## config.mk

```make
export PLATFORM = sky130hd
export DESIGN_NAME = pulse_train_gen
export DESIGN_NICKNAME = d
export VERILOG_FILES = /design/src/rtl/pulse_train_gen.sv
export SDC_FILE = /design/constraint.sdc
export NUM_CORES = 1
export LEC_CHECK = 0
export CAP_MARGIN = 20
export CORE_AREA = 2 2 40 42
export DETAILED_ROUTE_END_ITERATION = 6
export DIE_AREA = 0 0 42 44
export PLACE_DENSITY = 0.74
export SYNTH_ARGS = -nofsm -noshare
export SYNTH_HDL_FRONTEND = slang
export SYNTH_SLANG_ARGS = --single-unit
```

## constraint.sdc

```tcl
create_clock -name cclk -period 2.3 [get_ports cclk]
set_input_delay 0.23 -clock cclk [delete_from_list [all_inputs] [get_ports cclk]]
set_output_delay 0.23 -clock cclk [all_outputs]
set_load 0.02 [all_outputs]
```

## src/rtl/pulse_train_gen.sv

```systemverilog
// pulse_train_gen: turns debounced button events into fixed-width pulses
// with a guaranteed low gap, queuing events that arrive mid-pulse.
//
// Ports:
//   cclk    - clock, rising edge
//   clr     - asynchronous active-high reset
//   trig    - debounced event level, each 0->1 edge is one event
//   clr_ovf - synchronous clear of the sticky overflow flag
//   outp    - registered pulse output (HIGH_CYC high, >= GAP_CYC low)
//   busy    - pulse/gap active or events still queued
//   pend    - number of queued events not yet launched
//   ovf     - sticky flag, set when an event is dropped on a full queue
module pulse_train_gen #(
    parameter int HIGH_CYC = 4,
    parameter int GAP_CYC  = 2,
    parameter int PEND_W   = 3
) (
    input  logic              cclk,
    input  logic              clr,
    input  logic              trig,
    input  logic              clr_ovf,
    output logic              outp,
    output logic              busy,
    output logic [PEND_W-1:0] pend,
    output logic              ovf
);

    localparam int MAXC = (HIGH_CYC > GAP_CYC) ? HIGH_CYC : GAP_CYC;
    localparam int CW   = (MAXC > 1) ? $clog2(MAXC) : 1;

    localparam logic [CW-1:0]     HLOAD = CW'(HIGH_CYC - 1);
    localparam logic [CW-1:0]     GLOAD = CW'(GAP_CYC - 1);
    localparam logic [PEND_W-1:0] PMAX  = '1;

    typedef enum logic [1:0] {
        IDLE,
        HIGH,
        GAP
    } state_t;

    state_t            state;
    logic [CW-1:0]     cnt;
    logic              trig_q;
    logic              rise;
    logic              launch_ok;
    logic              launch;
    logic              sat;

    assign rise      = trig & ~trig_q;
    assign sat       = (pend == PMAX);

    // A new pulse may start from idle, or on the last gap cycle so the
    // low time is never stretched beyond GAP_CYC when work is queued.
    assign launch_ok = (state == IDLE) |
                       ((state == GAP) & (cnt == '0));
    assign launch    = launch_ok & ((pend != '0) | rise);

    assign busy      = (state != IDLE) | (pend != '0);

    // Pulse FSM; outp is loaded with (next state == HIGH) so it is a
    // clean register output that tracks the HIGH state exactly.
    always_ff @(posedge cclk or posedge clr) begin
        if (clr) begin
            state  <= IDLE;
            cnt    <= '0;
            trig_q <= 1'b0;
            outp   <= 1'b0;
        end else begin
            trig_q <= trig;
            case (state)
                IDLE: begin
                    if (launch) begin
                        state <= HIGH;
                        cnt   <= HLOAD;
                        outp  <= 1'b1;
                    end else begin
                        outp  <= 1'b0;
                    end
                end
                HIGH: begin
                    if (cnt == '0) begin
                        state <= GAP;
                        cnt   <= GLOAD;
                        outp  <= 1'b0;
                    end else begin
                        cnt   <= cnt - CW'(1);
                        outp  <= 1'b1;
                    end
                end
                GAP: begin
                    if (cnt != '0) begin
                        cnt   <= cnt - CW'(1);
                        outp  <= 1'b0;
                    end else if (launch) begin
                        state <= HIGH;
                        cnt   <= HLOAD;
                        outp  <= 1'b1;
                    end else begin
                        state <= IDLE;
                        outp  <= 1'b0;
                    end
                end
                default: begin
                    state <= IDLE;
                    cnt   <= '0;
                    outp  <= 1'b0;
                end
            endcase
        end
    end

    // Pending queue: a rise that launches in the same cycle is consumed
    // directly, so the count only moves on rise-only or launch-only.
    // A launch with an empty queue always has a rise, so no underflow.
    always_ff @(posedge cclk or posedge clr) begin
        if (clr) begin
            pend <= '0;
            ovf  <= 1'b0;
        end else begin
            if (rise & ~launch) begin
                if (!sat) begin
                    pend <= pend + PEND_W'(1);
                end
            end else if (launch & ~rise) begin
                pend <= pend - PEND_W'(1);
            end

            // A drop in the same cycle as clr_ovf keeps the flag set.
            if (rise & ~launch & sat) begin
                ovf <= 1'b1;
            end else if (clr_ovf) begin
                ovf <= 1'b0;
            end
        end
    end

endmodule
```

Word-level counts from Yosys, hierarchy flattened
Cells that the tools add are included.

Input bits: 4. Latch bits: 0. Bits in writable memories: 0. Bits in read-only memories: 0. Flip-flop bits (word level): 10. Output and inout bits: 6. Memories: 0. Logic and storage cells: 55.

$lt $le $gt $ge: 0. Multiply operators: 0. Shift-type cells: 0. Eq/ne operators: 7. Bitwise gates (word level): 12. Muxes and demuxes: 18. $add $sub $neg: 3. Divide/modulo/power cells: 0. Reductions and logical operators: 9.

Operator list (count): 2-to-1 mux 2 bit (6); case mux 2 bit (3 select lines) (2); 2-to-1 mux 3 bit (3); != test 2 bit (second input constant) (4); nonzero test 2 bit (4); AND 1 bit (6); 2-to-1 mux 1 bit (6); logical NOT 2 bit (2); adder 3 x 1 -> 3 bit (second input constant) (1); equality test 3 bit (second input constant) (1); NOT 1 bit (3); bitwise OR 1 bit (3); case mux 1 bit (3 select lines) (1); AND reduction 3 bit (1); nonzero test 3 bit (1); subtractor 3 x 1 -> 3 bit (second input constant) (1); equality test 2 x 1 -> 1 bit (second input constant) (1); equality test 2 bit (second input constant) (1); AND reduction 2 bit (1); subtractor 2 x 1 -> 2 bit (second input constant) (1).

Depth between registers and ports, before layout
Gate-level depths: netlist of the first run.

Depth after elaboration: 8. Gate-level depth with buffers: 8. Gate-level depth less buffers: 7.

Worst setup path after synthesis of the first run
No wires, ideal clock.

Path kind: flip-flop to flip-flop. Start point: register cnt[1]. End point: register pend[1]. Required time: 2.161 ns. Period minus slack after synthesis: 2.074 ns. Library setup time: 0.139 ns. Path buffers: 0. Slack: 0.226 ns. Cell stages (with the launch flop): 7. Data arrival time: 1.935 ns. Path through: dfrtp_1 -> o21a_4 -> o21ai_1 -> fa_1 -> o22a_2 -> a211oi_1 -> a2111oi_2.

Cells in the longest elaborated chain, start to end: 8. Elaborated cells between the ends (all ways): 11. Those cells by class: eq/ne: 1; mux: 1; bitwise: 6; reduce/logical: 3.

RTL lines: start, declared (RTL line 42) `logic [CW-1:0] cnt;`; start signal, assigned (RTL line 86) `cnt <= cnt - CW'(1);`; start signal, assigned (RTL line 92) `cnt <= cnt - CW'(1);`; logical NOT 2 bit * (RTL line 55) `((state == GAP) & (cnt == '0));`; AND 1 bit * (RTL line 55); bitwise OR 1 bit * (RTL line 54) `assign launch_ok = (state == IDLE) |`; AND 1 bit * (RTL line 56) `assign launch = launch_ok & ((pend != '0) | rise);`; NOT 1 bit (RTL line 120) `if (rise & ~launch) begin`; AND 1 bit (RTL line 120); != test 2 bit (no source line) / nonzero test 2 bit (equally long branches); AND reduction 2 bit (no source line); end signal, assigned (RTL line 122) `pend <= pend + PEND_W'(1);`; end signal, assigned (RTL line 125) `pend <= pend - PEND_W'(1);`; end, declared (RTL line 24) `output logic [PEND_W-1:0] pend,`.

Mark *: on every way between the ends. The rest lies on a longest branch, timed or not. A chain may end at the register's enable or synchronous reset.

Final worst setup path of the first run
Start point: register cnt[0]. End point: register pend[1].

Same word-level chain as after synthesis.

==> results of run 1 <==
[per-layer routing]
layer  vias up  routed length [um]  GRT usage, %
met3         6                  45          4.17
met4         0                  34          11.6
met5         -                   0             0
met1       266                 650          21.6
li1        280                   -             -
met2        13                 596          28.1
[logic make-up (layout without fill, tap and decap cells)]
group	count (synthesis)	count (layout)	share of synthesized area [%]
xor gates and xnor gates	1	1	1.32
adders and majority gates	2	2	4.53
AOI/OAI and AO/OA	22	22	27.0
DFF	10	10	37.7
and+or+nand+nor	24	24	20.0
buffers and inverters	11	20	7.17
muxes	1	1	2.26
[registers in the layout, summed over array words and instances (netlist names)]
signal / flops
pend: 3
cnt: 2
outp: 1
state: 2
ovf: 1
trig_q: 1
[per-stage QoR]
step | hold slack, ps | total power (W) | instance area [um^2] | worst slack, ps
4_1_cts | 253 | 0.00114 | 790 | 156
3_3_place_gp | 522 | 0.000993 | 767 | 140
3_5_place_dp | 528 | 0.00101 | 767 | 46.8
5_1_grt | 296 | 0.00124 | 790 | 21.9
2_1_floorplan | 70.2 | 0.000852 | 663 | 226
6_report | 237 | 0.00113 | 790 | 166
[worst max path at each step]
| stage | end | slack (ps) | cells after the start |
|---|---|---|---|
| after detailed placement | pend[1]$_DFFE_PP0P_ | 50 | 7 |
| after floorplan | pend[1]$_DFFE_PP0P_ | 230 | 6 |
| final | pend[1]$_DFFE_PP0P_ | 170 | 6 |
| after global placement | pend[1]$_DFFE_PP0P_ | 140 | 7 |
| after CTS | pend[1]$_DFFE_PP0P_ | 160 | 6 |
| after global routing | pend[1]$_DFFE_PP0P_ | 20 | 6 |
[Yosys cell counts, types with 2 or more instances]
cell and count:
o21ai_1 2, clkbuf_1 3, nor2_1 4, nand2_1 5, buf_2 2, dfrtp_1 10, o22ai_1 3, o211a_1 2
o21ai_0 3, a21oi_1 3, nand2b_1 2, nor3_1 2, inv_1 5
[power groups by stage]
stage,registers [W],clock network (W),logic (W)
floorplan,0.000341,0,0.000511
global placement,0.000367,0,0.000627
detailed placement,0.000370,0,0.000644
CTS,0.000367,0.000124,0.000645
global route,0.000386,0.000134,0.000717
finish,0.000368,0.000122,0.000639
[placed cells by master (no fill, tap or decap), types with 2 or more instances in the layout]
| cell type | n |
|---|---|
| dfrtp_1 | 10 |
| clkdlybuf4s50_1 | 9 |
| nand2_1 | 5 |
| inv_1 | 5 |
| nor2_1 | 4 |
| o22ai_1 | 3 |
| o21ai_0 | 3 |
| a21oi_1 | 3 |
| clkbuf_4 | 3 |
| buf_4 | 3 |
| nand2b_1 | 2 |
| nor3_1 | 2 |
| o21ai_1 | 2 |
| o211a_1 | 2 |
[final cells by class]
| cell class | count | area [um^2] |
|---|---|---|
| clock buffers | 3 | 22.5 |
| fillers | 141 | 629 |
| inverters | 5 | 18.8 |
| multi-input cells | 50 | 365 |
| flip-flops and latches | 10 | 250 |
| well taps | 16 | 20.0 |
| repair buffers | 12 | 113 |
[worst max-delay path: cells and delay by family, from the launching register on]
| family | cells | cell delay [ps] |
|---|---|---|
| adders and majority gates | 1 | 480 |
| AOI/OAI and AO/OA | 5 | 1060 |
| DFF | 1 | 450 |
==> out/metrics.csv, run 1 <==
metric;value;unit
Required @ worst endpoint;2440;ps
DR pass1 iterations;3;
drt wl/cell;13.8;um
final setup TNS;0;ps
fin util;55.6;%
layout cells sized above 1;17.5;%
Slew @ Worst Pin;394;ps
Max-Cap Viols;0;
Worst-path clk slew;70;ps
top-level port count;10;
crit path cell chain;o21a_4, o21ai_1, fa_1, o22a_2, a211oi_1, a2111oi_2;
max-slew violations;0;
DP HPWL;959;um
Synth Register Bits;10;
Max stage delay on crit path;480;ps
Finished Layout Cells;96;
FF-to-FF path depth;6;
Worst Skew;6.44;ps
share of power burned in registers;32.6;%
Gate power share;56.6;%
Reg2Reg Launch Point;cnt[0]$_DFF_PP0_;
CP Data Arrival Time;2270;ps
CTS tree;yes;
Die H;44;um
Gates resized, CTS repair;0;
top-area cell type share of the netlist area;37.7;%
Setup crit end kind;flip-flop;
post-route ant nets;0;
Sw Pwr;0.000503;W
final setup fails;0;
vias in the first global route;552;
core area;1420;um^2
status;completed;
postcts setup bufs;0;
Mapped Cells;71;
crit path from;cnt[0]$_DFF_PP0_;
largest area contributor in the netlist;dfrtp_1;
R2R Setup Slk;170;ps
port bufs;9;
ys async rst share;100;%
post-layout min period;2130;ps
number of distinct library cells after synthesis;38;
Clock Path Buffers;2;
crit-path max FO;8;
slowest stage cell, crit path;fa_1;
largest net degree at the start of global routing;17;
EDFF count, synth;0;
initial DRC count;5;
period utilization;92.8;%
Int Power;0.000627;W
Post-CTS Hold Fix Bufs;0;
placer congestion estimate;0.745;
clock latency at the later pin of the worst-skew pair;270;ps
Slew HR;73.7;%
final WL;1330;um
Avg Cell Area, Syn;9.34;um^2
vias per cell;5.89;
Synth Net Count;76;
Hold/Removal Path Class;in -> async;
# nets final;87;
Vias;565;
Cell Pwr Density;1430;nW/um^2
grt total ovfl;0;
post-synthesis sequential area ratio;37.7;%
dpl cells;93;
Residual DRC;0;
synthesis-to-layout area growth;19.1;%
worst vdd ir;0.772;mV
CTS Root Cell;clkbuf_4;
GR Util All Layers;17.7;%
Clock Power Share;10.8;%
Site Rows;14;
synth warn;0;
Initial Util;46.7;%
Sw Ratio;44.5;%
ant diodes;0;
critical path class;reg -> reg;
global-route wire length before repair;2420;um
die area;1850;um^2
Primary FF master, synth;dfrtp_1;
TritonCTS Buffers;3;
initial antenna violation count;0;
die width;42;um
Clock H-tree levels;1;
RSZ-0062 raised after global routing;false;
fmax;469;MHz
top cells by area, synth;dfrtp_1 (38%), o211ai_4 (3.2%), fa_1 (3.0%);
startpoint types;flip-flop;
reg2reg end;pend[1]$_DFFE_PP0P_;
Final Hold Violating Endpoints;0;
Sink Count;10;
cell area after synthesis;663;um^2
P_leak;0.319;nW
No activity file was read; power rests on OpenSTA's default activity.
==> inputs of run 2 (changes only) <==
Settings changed: CORE_AREA 2 2 40 42 to 2 2 42 44, DIE_AREA 0 0 42 44 to 0 0 44 46, PLACE_DENSITY 0.74 to 0.71.
Clock period 2.3 ns to 1.73 ns, I/O delays scaled along.
==> run 2 against run 1 <==
The flow now finishes with violations (setup timing); clock power is 74% higher; first-iteration DRC count grew to 2.8 times the previous value; maximum frequency is 14% higher; core utilization is 0.37 points lower; sequential share of layout area is 3.6 points lower; final cell count is 11% higher.
==> out/metrics.csv, run 2 (synthesis gave the netlist of run 1 again) <==
metric;value;unit
status;complete, but fails checks;
failing checks;setup timing;
critical path class;reg -> reg;
worst path bufs/invs;0;
GR Util All Layers;17.1;%
initial DRC count;14;
Residual DRC;0;
commonest non-fill, non-tap cell in the layout;buf_4;
Site Rows;15;
period utilization;108;%
Slew HR;72.8;%
global-route wire length before repair;2400;um
final WL;1450;um
CTS Root Cell;clkbuf_4;
synthesis-to-layout area growth;34.5;%
slowest stage cell, crit path;fa_2;
largest registers;pend: 3 flops, cnt: 2 flops, state: 2 flops;
Cell Pwr Density;1970;nW/um^2
CP Data Arrival Time;2020;ps
final setup fails;1;
Initial Util;41.1;%
CTS tree;yes;
top cell family by delay on the critical path;compound AO/OA/AOI/OAI gates;
TritonCTS Buffers;3;
top-level port count;10;
P_leak;0.372;nW
max reg flops;3;
Biggest register;pend;
DP HPWL;1050;um
Clock Path Buffers;2;
post-route ant nets;0;
die width;44;um
ant diodes;0;
clock latency at the later pin of the worst-skew pair;260;ps
vias per cell;5.74;
Max-Cap Viols;0;
RSZ-0062 raised after global routing;true;
Setup crit end kind;flip-flop;
Required @ worst endpoint;1870;ps
largest net degree at the start of global routing;17;
# nets final;96;
Vias;614;
Max stage delay on crit path;470;ps
Setup WS post-layout;-143;ps
initial antenna violation count;0;
DR pass1 iterations;4;
most frequent cells in the layout;buf_4 (12), dfrtp_1 (10), clkdlybuf4s50_1 (8), nand2_1 (5), inv_1 (4);
Slew @ Worst Pin;408;ps
port bufs;9;
total area of sequential cells;250;um^2
Hold/Removal Path Class;in -> async;
placer congestion estimate;0.808;
drt wl/cell;13.5;um
grt total ovfl;0;
crit-path max FO;3;
post-layout min period;1870;ps
DP Area;850;um^2
final setup TNS;-143;ps
Clock H-tree levels;1;
Final Hold Violating Endpoints;0;
crit path cell chain;o21a_4, o21ai_4, fa_2, o22a_2, a211oi_2, a2111oi_2;
die area;2020;um^2
startpoint types;flip-flop;
pre-CTS setup slack;-392;ps
Worst Skew;0.754;ps
vias in the first global route;571;
worst vdd ir;0.584;mV
Sink Count;10;
fmax;534;MHz
core area;1610;um^2
Die H;46;um
Design Area, Final;892;um^2
area of the multi-input gates;387;um^2
fin util;55.3;%
max-slew violations;0;
Worst-path clk slew;70;ps
layout cells sized above 1;32.2;%
fillers;149;
run 2: worst paths after layout:
| kind | from | endpoint | slack [ps] | depth (start not counted) |
|---|---|---|---|---|
| setup / recovery | cnt[0]$_DFF_PP0_ | pend[1]$_DFFE_PP0P_ | -140 | 6 |
| hold reg to reg | ovf$_DFFE_PP0P_ | ovf$_DFFE_PP0P_ | 530 | 2 |
| max in group asynchronous | clr | pend[2]$_DFFE_PP0P_ | 1260 | 2 |
| setup reg to reg | cnt[0]$_DFF_PP0_ | pend[1]$_DFFE_PP0P_ | -140 | 6 |
| min in group cclk | trig | trig_q$_DFF_PP0_ | 390 | 1 |
| hold / removal | clr | state[0]$_DFFE_PP0P_ | 190 | 2 |
run 2: what timing repair did:
item                       in CTS  in global routing
setup endpoints to repair       3                  2
gates resized for setup         2                  0
setup buffers                   1                  0
hold buffers                    0                  0
pin swaps                       4                  1
run 2: power by group:
part           internal, W  switching [W]
clock network     0.000128      0.0000840
logic             0.000562       0.000570
registers         0.000330      0.0000892
run 2: layer usage:
metal	vias up	GRT usage (%)	wire length, um
met5	-	0	0
met4	0	11.5	25
met3	2	3.97	56
met2	19	27.6	687
met1	296	20.0	678
li1	297	-	-
run 2: cell type report:
class                   instances  share of cell area [%]
multi-input cells              50                    43.3
flip-flops and latches         10                    28.1
repair buffers                 21                    20.1
clock buffers                   4                    4.07
well taps                      17                    2.38
inverters                       5                    2.10
run 2: metrics by stage:
| step | hold slack [ps] | cells | power [W] |
|---|---|---|---|
| 2_1_floorplan | 13.2 | 71 | 0.00117 |
| 3_3_place_gp | 489 | 102 | 0.00148 |
| 3_5_place_dp | 493 | 102 | 0.00151 |
| 4_1_cts | 197 | 107 | 0.00177 |
| 5_1_grt | 219 | 107 | 0.00189 |
| 6_report | 190 | 107 | 0.00176 |
